<file path="config.mk">
export PLATFORM = sky130hd
export DESIGN_NAME = router_ctrl_fsm_flat
export DESIGN_NICKNAME = d
export VERILOG_FILES = /design/src/rtl/router_pkg.sv /design/src/rtl/router_ctrl_fsm_if.sv /design/src/rtl/router_wait_timer.sv /design/src/rtl/router_ctrl_fsm.sv /design/src/flat_wrapper.sv
export SDC_FILE = /design/constraint.sdc
export NUM_CORES = 1
export LEC_CHECK = 0
export CAP_MARGIN = 20
export CORE_AREA = 2 2 49 51
export DETAILED_ROUTE_END_ITERATION = 6
export DIE_AREA = 0 0 51 53
export GPL_TIMING_DRIVEN = 0
export HOLD_SLACK_MARGIN = 0.05
export PLACE_DENSITY = 0.75
export SYNTH_ARGS = -nofsm -noshare
export SYNTH_HDL_FRONTEND = slang
export SYNTH_SLANG_ARGS = --single-unit
</file>
<file path="constraint.sdc">
create_clock -name clk -period 2 [get_ports clk]
set_input_delay 0.5 -clock clk [delete_from_list [all_inputs] [get_ports clk]]
set_output_delay 0.5 -clock clk [all_outputs]
set_load 0.005 [all_outputs]
</file>
<file path="src/rtl/router_pkg.sv">
// router_pkg: shared state enum, default port count and width helper for the router controller
package router_pkg;
    localparam int DEF_NUM_PORTS = 3;
    typedef enum logic [3:0] {
        DECODE_ADDR,
        LOAD_FIRST_DATA,
        LOAD_DATA,
        FIFO_FULL_STATE,
        LOAD_AFTER_FULL,
        LOAD_PARITY,
        CHECK_PARITY_ERROR,
        WAIT_TILL_EMPTY,
        DROP_PKT
    } router_state_t;
    // ceil(log2(n)) clamped to at least one bit
    function automatic int addr_width(input int n);
        return (n > 2) ? $clog2(n) : 1;
    endfunction
endpackage

</file>
<file path="src/rtl/router_ctrl_fsm_if.sv">
// router_ctrl_fsm_if: handshake/bus bundle between the byte source, FIFOs, register block and the controller
//   master: drives pkt_valid, din, fifo_empty, fifo_full, soft_rst, parity_done, low_pkt_valid
//   slave : the controller; drives the state decodes, we_en_reg, rst_int_reg, busy, addr_q, addr_err, wait_timeout
interface router_ctrl_fsm_if
    import router_pkg::*;
#(
    parameter int NUM_PORTS = DEF_NUM_PORTS,
    parameter int ADDR_W    = addr_width(NUM_PORTS)
);
    logic                 pkt_valid;
    logic [ADDR_W-1:0]    din;
    logic [NUM_PORTS-1:0] fifo_empty;
    logic                 fifo_full;
    logic [NUM_PORTS-1:0] soft_rst;
    logic                 parity_done;
    logic                 low_pkt_valid;
    logic                 detect_add;
    logic                 lfd_state;
    logic                 ld_state;
    logic                 laf_state;
    logic                 full_state;
    logic                 drop_state;
    logic                 we_en_reg;
    logic                 rst_int_reg;
    logic                 busy;
    logic [ADDR_W-1:0]    addr_q;
    logic                 addr_err;
    logic                 wait_timeout;
    modport master (
        output pkt_valid, din, fifo_empty, fifo_full, soft_rst, parity_done, low_pkt_valid,
        input  detect_add, lfd_state, ld_state, laf_state, full_state, drop_state,
               we_en_reg, rst_int_reg, busy, addr_q, addr_err, wait_timeout
    );
    modport slave (
        input  pkt_valid, din, fifo_empty, fifo_full, soft_rst, parity_done, low_pkt_valid,
        output detect_add, lfd_state, ld_state, laf_state, full_state, drop_state,
               we_en_reg, rst_int_reg, busy, addr_q, addr_err, wait_timeout
    );
endinterface

</file>
<file path="src/rtl/router_wait_timer.sv">
// router_wait_timer: cycle counter for the wait-till-empty phase
//   clk, rst : clock, synchronous active-high reset
//   i_clr    : clear the count (has priority over i_en)
//   i_en     : advance the count
//   o_expire : count has reached WAIT_LIMIT-1; held low when WAIT_LIMIT is 0
module router_wait_timer
    import router_pkg::*;
#(
    parameter int WAIT_LIMIT = 64,
    parameter int CW         = addr_width(WAIT_LIMIT + 1)
) (
    input  logic clk,
    input  logic rst,
    input  logic i_clr,
    input  logic i_en,
    output logic o_expire
);
    logic [CW-1:0] r_wcnt;
    always_ff @(posedge clk)
        if (rst || i_clr) r_wcnt <= '0;
        else if (i_en) r_wcnt <= r_wcnt + 1'b1;
    assign o_expire = (WAIT_LIMIT != 0) && (r_wcnt == CW'(WAIT_LIMIT - 1));
endmodule

</file>
<file path="src/rtl/router_ctrl_fsm.sv">
// router_ctrl_fsm: packet-control FSM sequencing header decode, payload, full, parity and drop phases
//   clk, rst : clock, synchronous active-high reset
//   bus      : router_ctrl_fsm_if.slave carrying the source/FIFO/register inputs and the state decodes
module router_ctrl_fsm
    import router_pkg::*;
#(
    parameter int NUM_PORTS  = DEF_NUM_PORTS,
    parameter int ADDR_W     = addr_width(NUM_PORTS),
    parameter int WAIT_LIMIT = 64
) (
    input logic clk,
    input logic rst,
    router_ctrl_fsm_if.slave bus
);
    // per-port flags padded to the full address range so any address indexes safely
    localparam int EW = 1 << ADDR_W;
    router_state_t     r_state, w_next;
    logic [ADDR_W-1:0] r_addr;
    logic              r_addr_err, r_wait_timeout;
    logic [EW-1:0]     w_empty, w_srst;
    logic              w_bad_addr, w_soft, w_expire, w_in_wte;
    assign w_empty    = EW'(bus.fifo_empty);
    assign w_srst     = EW'(bus.soft_rst);
    assign w_bad_addr = 32'(bus.din) >= NUM_PORTS;
    assign w_soft     = (r_state != DECODE_ADDR) && w_srst[r_addr];
    assign w_in_wte   = r_state == WAIT_TILL_EMPTY;
    always_comb begin
        w_next = r_state;
        if (w_soft) w_next = DECODE_ADDR;
        else
            case (r_state)
                DECODE_ADDR:        if (bus.pkt_valid) w_next = w_bad_addr ? DROP_PKT : w_empty[bus.din] ? LOAD_FIRST_DATA : WAIT_TILL_EMPTY;
                LOAD_FIRST_DATA:    w_next = LOAD_DATA;
                LOAD_DATA:          w_next = bus.fifo_full ? FIFO_FULL_STATE : !bus.pkt_valid ? LOAD_PARITY : LOAD_DATA;
                FIFO_FULL_STATE:    if (!bus.fifo_full) w_next = LOAD_AFTER_FULL;
                LOAD_AFTER_FULL:    w_next = bus.parity_done ? DECODE_ADDR : bus.low_pkt_valid ? LOAD_PARITY : LOAD_DATA;
                LOAD_PARITY:        w_next = CHECK_PARITY_ERROR;
                CHECK_PARITY_ERROR: w_next = bus.fifo_full ? FIFO_FULL_STATE : DECODE_ADDR;
                WAIT_TILL_EMPTY:    w_next = w_empty[r_addr] ? LOAD_FIRST_DATA : w_expire ? DROP_PKT : WAIT_TILL_EMPTY;
                DROP_PKT:           if (!bus.pkt_valid) w_next = DECODE_ADDR;
                default:            w_next = DECODE_ADDR;
            endcase
    end
    // error pulses are registered on the transition so they coincide with the first DROP_PKT cycle
    always_ff @(posedge clk)
        if (rst) begin
            r_state        <= DECODE_ADDR;
            r_addr         <= '0;
            r_addr_err     <= 1'b0;
            r_wait_timeout <= 1'b0;
        end else begin
            r_state        <= w_next;
            if (r_state == DECODE_ADDR && bus.pkt_valid) r_addr <= bus.din;
            r_addr_err     <= (r_state == DECODE_ADDR) && (w_next == DROP_PKT);
            r_wait_timeout <= w_in_wte && (w_next == DROP_PKT);
        end
    // counter clears outside WTE and on any exit, so each visit starts from zero
    router_wait_timer #(.WAIT_LIMIT(WAIT_LIMIT)) u_timer (
        .clk      (clk),
        .rst      (rst),
        .i_clr    (!w_in_wte || w_next != WAIT_TILL_EMPTY),
        .i_en     (w_in_wte),
        .o_expire (w_expire)
    );
    assign bus.detect_add   = r_state == DECODE_ADDR;
    assign bus.lfd_state    = r_state == LOAD_FIRST_DATA;
    assign bus.ld_state     = r_state == LOAD_DATA;
    assign bus.laf_state    = r_state == LOAD_AFTER_FULL;
    assign bus.full_state   = r_state == FIFO_FULL_STATE;
    assign bus.drop_state   = r_state == DROP_PKT;
    assign bus.we_en_reg    = r_state inside {LOAD_DATA, LOAD_AFTER_FULL, LOAD_PARITY};
    assign bus.busy         = r_state inside {LOAD_FIRST_DATA, FIFO_FULL_STATE, LOAD_AFTER_FULL,
                                              LOAD_PARITY, CHECK_PARITY_ERROR, WAIT_TILL_EMPTY};
    assign bus.rst_int_reg  = r_state == CHECK_PARITY_ERROR;
    assign bus.addr_q       = r_addr;
    assign bus.addr_err     = r_addr_err;
    assign bus.wait_timeout = r_wait_timeout;
endmodule

</file>
<file path="src/flat_wrapper.sv">
// flat-port wrapper written by rule: the top's interface ports become plain ports
module router_ctrl_fsm_flat import router_pkg::*;
#(
    parameter int NUM_PORTS  = DEF_NUM_PORTS,
    parameter int ADDR_W     = addr_width(NUM_PORTS),
    parameter int WAIT_LIMIT = 64
)
  (clk, rst, bus_pkt_valid, bus_din, bus_fifo_empty, bus_fifo_full, bus_soft_rst, bus_parity_done, bus_low_pkt_valid, bus_detect_add, bus_lfd_state, bus_ld_state, bus_laf_state, bus_full_state, bus_drop_state, bus_we_en_reg, bus_rst_int_reg, bus_busy, bus_addr_q, bus_addr_err, bus_wait_timeout);
  router_ctrl_fsm_if #(.NUM_PORTS(NUM_PORTS), .ADDR_W(ADDR_W)) bus_i ();
  input logic clk;
  input logic rst;
  input wire logic [$bits(bus_i.pkt_valid)-1:0] bus_pkt_valid;
  input wire logic [$bits(bus_i.din)-1:0] bus_din;
  input wire logic [$bits(bus_i.fifo_empty)-1:0] bus_fifo_empty;
  input wire logic [$bits(bus_i.fifo_full)-1:0] bus_fifo_full;
  input wire logic [$bits(bus_i.soft_rst)-1:0] bus_soft_rst;
  input wire logic [$bits(bus_i.parity_done)-1:0] bus_parity_done;
  input wire logic [$bits(bus_i.low_pkt_valid)-1:0] bus_low_pkt_valid;
  output wire logic [$bits(bus_i.detect_add)-1:0] bus_detect_add;
  output wire logic [$bits(bus_i.lfd_state)-1:0] bus_lfd_state;
  output wire logic [$bits(bus_i.ld_state)-1:0] bus_ld_state;
  output wire logic [$bits(bus_i.laf_state)-1:0] bus_laf_state;
  output wire logic [$bits(bus_i.full_state)-1:0] bus_full_state;
  output wire logic [$bits(bus_i.drop_state)-1:0] bus_drop_state;
  output wire logic [$bits(bus_i.we_en_reg)-1:0] bus_we_en_reg;
  output wire logic [$bits(bus_i.rst_int_reg)-1:0] bus_rst_int_reg;
  output wire logic [$bits(bus_i.busy)-1:0] bus_busy;
  output wire logic [$bits(bus_i.addr_q)-1:0] bus_addr_q;
  output wire logic [$bits(bus_i.addr_err)-1:0] bus_addr_err;
  output wire logic [$bits(bus_i.wait_timeout)-1:0] bus_wait_timeout;
  assign bus_i.pkt_valid = bus_pkt_valid;
  assign bus_i.din = bus_din;
  assign bus_i.fifo_empty = bus_fifo_empty;
  assign bus_i.fifo_full = bus_fifo_full;
  assign bus_i.soft_rst = bus_soft_rst;
  assign bus_i.parity_done = bus_parity_done;
  assign bus_i.low_pkt_valid = bus_low_pkt_valid;
  assign bus_detect_add = bus_i.detect_add;
  assign bus_lfd_state = bus_i.lfd_state;
  assign bus_ld_state = bus_i.ld_state;
  assign bus_laf_state = bus_i.laf_state;
  assign bus_full_state = bus_i.full_state;
  assign bus_drop_state = bus_i.drop_state;
  assign bus_we_en_reg = bus_i.we_en_reg;
  assign bus_rst_int_reg = bus_i.rst_int_reg;
  assign bus_busy = bus_i.busy;
  assign bus_addr_q = bus_i.addr_q;
  assign bus_addr_err = bus_i.addr_err;
  assign bus_wait_timeout = bus_i.wait_timeout;
  router_ctrl_fsm #(.NUM_PORTS(NUM_PORTS), .ADDR_W(ADDR_W), .WAIT_LIMIT(WAIT_LIMIT)) u_core (.clk(clk), .rst(rst), .bus(bus_i));
endmodule
</file>
==> results of run 1 <==
==> flip-flops by register name, summed over array words and instances (netlist names) <==
name	flops
u_core.bus.addr_q	2
u_core.u_timer.r_wcnt	7
u_core.bus.addr_err	1
u_core.r_state	4
u_core.bus.wait_timeout	1
==> placed cells by master, fill, tap and decap left out, types with 2 or more instances in the layout <==
| cell type | synthesis | final |
|---|---|---|
| dfxtp_1 | 15 | 11 |
| nor3_1 | 12 | 11 |
| nand3b_1 | 4 | 4 |
| nand4_1 | 3 | 3 |
| xor2_1 | 5 | 5 |
| dfxtp_2 | 0 | 2 |
| clkdlybuf4s50_1 | 0 | 17 |
| buf_6 | 2 | 3 |
| dlygate4sd2_1 | 0 | 6 |
| a31oi_1 | 2 | 2 |
| buf_4 | 0 | 3 |
| nor2b_1 | 3 | 2 |
| o21ai_0 | 3 | 3 |
| clkbuf_8 | 0 | 2 |
| dfxtp_4 | 0 | 2 |
| nor2_1 | 6 | 5 |
| inv_1 | 4 | 3 |
| mux2i_1 | 3 | 3 |
| nand3_1 | 4 | 4 |
| nand2_1 | 7 | 7 |
| o22ai_1 | 3 | 3 |
| clkbuf_4 | 0 | 3 |
| dlymetal6s2s_1 | 0 | 3 |
| a21oi_1 | 5 | 5 |
==> worst max-delay path: cells and delay by family <==
kind / cells / cell delay [ns]
and+or+nand+nor: 3 / 0.95
buffers and inverters: 1 / 0.55
AOI/OAI and AO/OA: 1 / 0.11
==> worst max-delay path by stage <==
stage	start	end	slack, ns	depth (start not counted)
floorplan	u_core.r_state[3]	u_core.r_state[1]	0.47	5
global placement	bus_pkt_valid	u_core.u_timer.r_wcnt[0]	-0.16	5
detailed placement	bus_pkt_valid	u_core.u_timer.r_wcnt[0]	-0.20	5
CTS	u_core.r_state[2]	bus_we_en_reg	-0.08	5
global route	u_core.r_state[3]	bus_lfd_state	0.05	5
finish	bus_pkt_valid	u_core.u_timer.r_wcnt[0]	0.09	5
==> through the flow <==
| stage | cells | power, µW |
|---|---|---|
| after floorplan | 109 | 714 |
| after global placement | 163 | 936 |
| after detailed placement | 163 | 945 |
| after CTS | 169 | 1190 |
| after global routing | 170 | 1270 |
| final | 170 | 1200 |
==> repair_timing <==
action | in CTS | in global routing
pin swaps | 2 | 0
buffers inserted | 2 | 1
setup endpoints to repair | 9 | 3
resized for setup | 24 | 5
==> where the power goes <==
part           internal [µW]  total [µW]  switching, µW
clock                   74.0         175            101
combinational            343         642            299
sequential               338         382           43.6
total                    755        1200            443
==> area by class of cell <==
class	instances	area, µm²
fillers	177	791
multi-input cells	85	626
flip-flops and latches	15	310
repair buffers	29	283
plain buffers	5	61.3
well taps	28	35.0
clock buffers	3	22.5
inverters	4	15.0
clock inverters	1	5.00
==> routing by layer <==
metal	vias up	global-route usage, %	share of wire [%]
li1	476	-	-
met1	434	22.8	47
met2	24	32.5	48
met3	2	3.11	4.2
met4	0	4.05	0.71
met5	-	0	0
==> kinds of logic after synthesis <==
group           share of synthesized area (%)
compound gates                           17.9
xor+xnor                                 4.60
fa+ha+maj                                1.31
buf+inv                                  5.26
flops                                    31.5
mux                                      4.34
simple gates                             35.1
==> metrics.md, run 1 <==
| Metric | Value |
|---|---|
| Status | finished clean |
| Fin util | 63.2% |
| Antenna violations before repair | 0 |
| Core Area | approximately 2100 µm² |
| Clk_lat worst skew | about 0.28 ns |
| Worst-path fanout max | 9 |
| Pre-CTS setup slack | -0.198 ns |
| RSZ-0062 raised after global routing | no |
| Die height | roughly 53 µm |
| Max incr delay on CP | 0.55 ns |
| Design Area, Final | approximately 1400 µm² |
| Pin count of the biggest net entering global routing | 11 |
| Vias/cell | about 5.5 |
| Final setup TNS | 0 ns |
| Max_slew headroom | 53.0% |
| Number of global-route vias before repair | between 800 and 900 |
| Commonest cells post-synth | 15 x dfxtp_1, 12 x nor3_1, 7 x nand2_1 |
| Hold slack | between 0.5 and 0.6 ns |
| Fin crit period | approximately 1.9 ns |
| Cell area power density | between 800 and 900 nW/µm² |
| FF-to-FF Start | u_core.r_state[3] |
| CP Capture Type | flip-flop |
| DR vias | roughly 940 |
| Leakage power | approximately 0.00058 µW |
| Worst hold stages | 1 |
| Layout area overhead | 42.6% |
| Ratio of cells with drive above 1 in the final layout | 21.8% |
| RR Endpoint | u_core.u_timer.r_wcnt[0] |
| DRT iter0 DRCs | 16 |
| Final period utilization | between 90% and 100% |
| Post-synth top area cell | dfxtp_1 |
| Post-synthesis cell count | ~110 |
| Nets | approximately 160 |
| Worst Tran Pin Value | 0.705 ns |
| Final worst slack | between 0.08 and 0.09 ns |
| Max Root-Sink Buffers | 2 |
| Fmax | approximately 0.52 GHz |
| H-tree depth | 1 |
| Number of synthesized register bits | 15 |
| Worst-path cell chain | clkdlybuf4s50_1 > or4b_4 > nor2_8 > a22oi_4 > nor4_2 |
| R2R Setup Slk | roughly 0.29 ns |
| WL/cell | roughly 14 µm |
| Total track usage | between 10% and 20% |
| Drt first pass iters | 4 |
| Placer Congestion | approximately 0.74 |
| Worst Hold Path EP | u_core.u_timer.r_wcnt[0] |
| Most common cell in the netlist | dfxtp_1 |
| Clk Tree Root Cell | clkbuf_4 |
| Ys async rst share | 0% |
| Num rows | 17 |
| Post-Syn Nets | roughly 120 |
| Worst vdd ir | 507 µV |
| Clock sink total | 15 |
| Placed inst area | about 1200 µm² |
| First-pass GRT wire length | 3.73 mm |
| Yosys warnings | 0 |
| Top cells by area, synth | dfxtp_1 32%, nor3_1 6.3%, xor2_1 4.6% |
| Sequential share of the synthesized area | between 30% and 40% |
| Port Buffers | 26 |
| Total gr overflow | 0 |
| Top_reg_cell synth | dfxtp_1 |
| Pins over their slew limit | 0 |
| Library cells used by synthesis | 42 |
| Total Wirelength | around 2.4 mm |
| WP data required | ~2.2 ns |
| Num ports | 27 |
| Share of Yosys cell area claimed by the top area cell type | 31.5% |
| Clock-pin slew on the worst setup and hold paths | 0.10 ns |
| Initial Util | between 40 and 50% |
| Number of max-cap violations | 0 |
| Drt drc | 0 |
| Fin. Hold Viols | 0 |
| Hold Crit Start | u_core.u_timer.r_wcnt[0] |
| Final setup viols | 0 |
| WS Path Type | in2reg |
| Crit-path slowest cell | clkdlybuf4s50_1 |
| Post-DP HPWL | roughly 1.7 mm |
| Syn avg cell area | 8.74 µm² |
| Full die area | about 2700 µm² |
| Cts hold-fix bufs | 0 |
| Die width | 51 µm |
| Fin Clk Skew | roughly 0.0033 ns |
| R2R depth | 5 |
| TritonCTS buffer count | 3 |
| Area of the mapped netlist | around 950 µm² |
| Crit path arrival time | about 2.1 ns |
| Hold Crit Class | reg2reg |
| # diodes | 0 |
| EDFF count, synth | 0 |
| Critical path launch point type | primary input |
| CTS tree | built |
| Final ANT Viol Nets | 0 |
(Power assumes the default switching activity.)
==> run 2, diff against run 1 <==
- GPL_TIMING_DRIVEN: 0 -> not set
==> metrics.md, run 2 (same netlist as run 1, synthesis figures left out) <==
| Metric | Value |
|---|---|
| DRT iter0 DRCs | 27 |
| Drt first pass iters | 4 |
| Worst-path fanout max | 7 |
| Pin count of the biggest net entering global routing | 10 |
| Worst path buffer plus inverter count | 1 |
| RSZ-0062 raised after global routing | no |
| Clk Tree Root Cell | clkbuf_4 |
| Vias/cell | approximately 5.6 |
| DR vias | around 1000 |
| Final period utilization | a little over nine tenths |
| Worst Tran Pin Value | about 0.32 ns |
| WP data required | roughly 1.5 ns |
| Sequential cell area | between 300 and 400 µm² |
| Number of global-route vias before repair | between 900 and 1000 |
| Max incr delay on CP | approximately 0.50 ns |
| Clock-pin slew on the worst setup and hold paths | ~0.090 ns |
| Placed inst area | between 1000 and 1500 µm² |
| First-pass GRT wire length | roughly 4.2 mm |
| Leakage power | roughly 0.00059 µW |
| Placer Congestion | 0.809 |
| Crit-path slowest cell | clkdlybuf4s50_1 |
| Clock power frac | about 14% |
| Fin. Hold Viols | 0 |
| WL/cell | between 10 and 15 µm |
| Num rows | 17 |
| Clk_lat worst skew | roughly 0.28 ns |
| Total track usage | 20.9% |
| Max Root-Sink Buffers | 2 |
| Design Area, Final | between 1000 and 1500 µm² |
| Max reg flops | 7 |
| CP Capture Type | primary output |
| Total Wirelength | 2.55 mm |
| CTS tree | built |
| Area of the multi-input gates | 623 µm² |
| TritonCTS buffer count | 3 |
| Final setup viols | 0 |
| Crit path arrival time | approximately 1.4 ns |
| Fin crit period | slightly below 2 ns |
| Final setup TNS | 0 ns |
| Hold Crit Class | reg2reg |
| Largest Register | u_core.u_timer.r_wcnt |
| Logic gate share of total power | a little over half |
| P_int | between 800 and 900 µW |
| Final ANT Viol Nets | 0 |
| Pins over their slew limit | 0 |
| Switching portion of total power | between 30% and 40% |
| Sw Pwr | approximately 450 µW |
| Num ports | 27 |
| Core Area | about 2100 µm² |
| Ratio of cells with drive above 1 in the final layout | between 20% and 30% |
| Status | finished clean |
| Flop pwr share | roughly a third |
| Antenna violations before repair | 0 |
| H-tree depth | 1 |
| Full die area | around 2700 µm² |
| # diodes | 0 |
| Drt drc | 0 |
| Critical path launch point type | flip-flop |
| Die width | 51 µm |
| Port Buffers | 26 |
| Worst-path cell chain | nand2b_4 > nor2_1 > clkdlybuf4s50_1 |
| Total gr overflow | 0 |
| Clock sink total | 15 |
| Nets | 169 |
| Most common cell after layout, fill and taps aside | clkdlybuf4s50_1 |
| Post-DP HPWL | approximately 1.9 mm |
| CP top delay family | buffers and inverters |
| Fmax | approximately 0.52 GHz |
| Most frequent cells in the layout | 19 x clkdlybuf4s50_1, 18 x buf_4, 11 x nor3_1, 11 x dfxtp_1, 7 x nand2_1 |
| WS Path Type | reg2out |
| Hold slack | between 0.5 and 0.6 ns |
| Layout area overhead | 48.1% |
| Fin Clk Skew | 0.00143 ns |
| Cell area power density | between 800 and 900 nW/µm² |
| Worst vdd ir | around 500 µV |
| Number of max-cap violations | 0 |
| Initial Util | between 40% and 50% |
| Die height | around 53 µm |
| Max_slew headroom | 79.0% |
| Fillers | between 150 and 200 |
## run 2: cell types whose count changed in the layout (fill, tap and decap cells not counted), moves of 2 or more
| cell | before | now |
|---|---|---|
| buf_6 | 3 | 0 |
| dlymetal6s2s_1 | 3 | 1 |
| buf_2 | 0 | 2 |
| clkbuf_8 | 2 | 0 |
| buf_4 | 3 | 18 |
| dfxtp_2 | 2 | 0 |
| clkdlybuf4s50_1 | 17 | 19 |
| dfxtp_4 | 2 | 4 |
## run 2: area by class of cell
type,count,share of cell area (%)
flip-flops and latches,15,22.4
repair buffers,45,27.8
well taps,28,2.48
clock inverters,1,0.355
inverters,4,1.24
multi-input cells,85,44.2
clock buffers,3,1.60
## run 2: per-layer routing
layer	vias up	GRT usage, %	share of wire, %
met1	477	25.4	44
met5	-	0	0
li1	500	-	-
met4	0	8.11	0
met3	0	2.54	4.6
met2	32	37.2	51
## run 2: metrics by stage
| stage | utilization [%] | power [µW] | setup WS [ns] | std cells |
|---|---|---|---|---|
| 5_1_grt | 65.6 | 1350 | 0.0217 | 181 |
| 6_report | 65.6 | 1270 | 0.0743 | 181 |
| 3_3_place_gp | 60.6 | 1000 | -0.0262 | 170 |
| 4_1_cts | 64.7 | 1240 | 0.00781 | 180 |
| 2_1_floorplan | - | 714 | 0.469 | 109 |
| 3_5_place_dp | 60.6 | 1010 | -0.0674 | 170 |
## run 2: timing repair
| item | 4_1_cts | 5_1_grt |
|---|---|---|
| pin swaps | 1 | 0 |
| hold buffers | 0 | 0 |
| gates resized for setup | 21 | 3 |
| buffers inserted | 6 | 1 |
| endpoints found under the setup margin | 9 | 2 |
## run 2: worst paths after layout
check / startpoint / end / slack (ns) / cells past startpoint
setup reg to reg: u_core.r_state[1] / u_core.r_state[1] / 0.28 / 5
hold reg to reg: u_core.u_timer.r_wcnt[0] / u_core.u_timer.r_wcnt[0] / 0.53 / 1
hold / removal: u_core.u_timer.r_wcnt[0] / u_core.u_timer.r_wcnt[0] / 0.53 / 1
setup / recovery: u_core.r_state[2] / bus_full_state / 0.07 / 3
## run 2: power groups by stage
stage	Combinational, µW	Sequential, µW	Clock, µW
floorplan	342	372	0
global placement	592	411	0
detailed placement	599	414	0
CTS	657	412	176
global route	742	421	190
finish	679	413	174
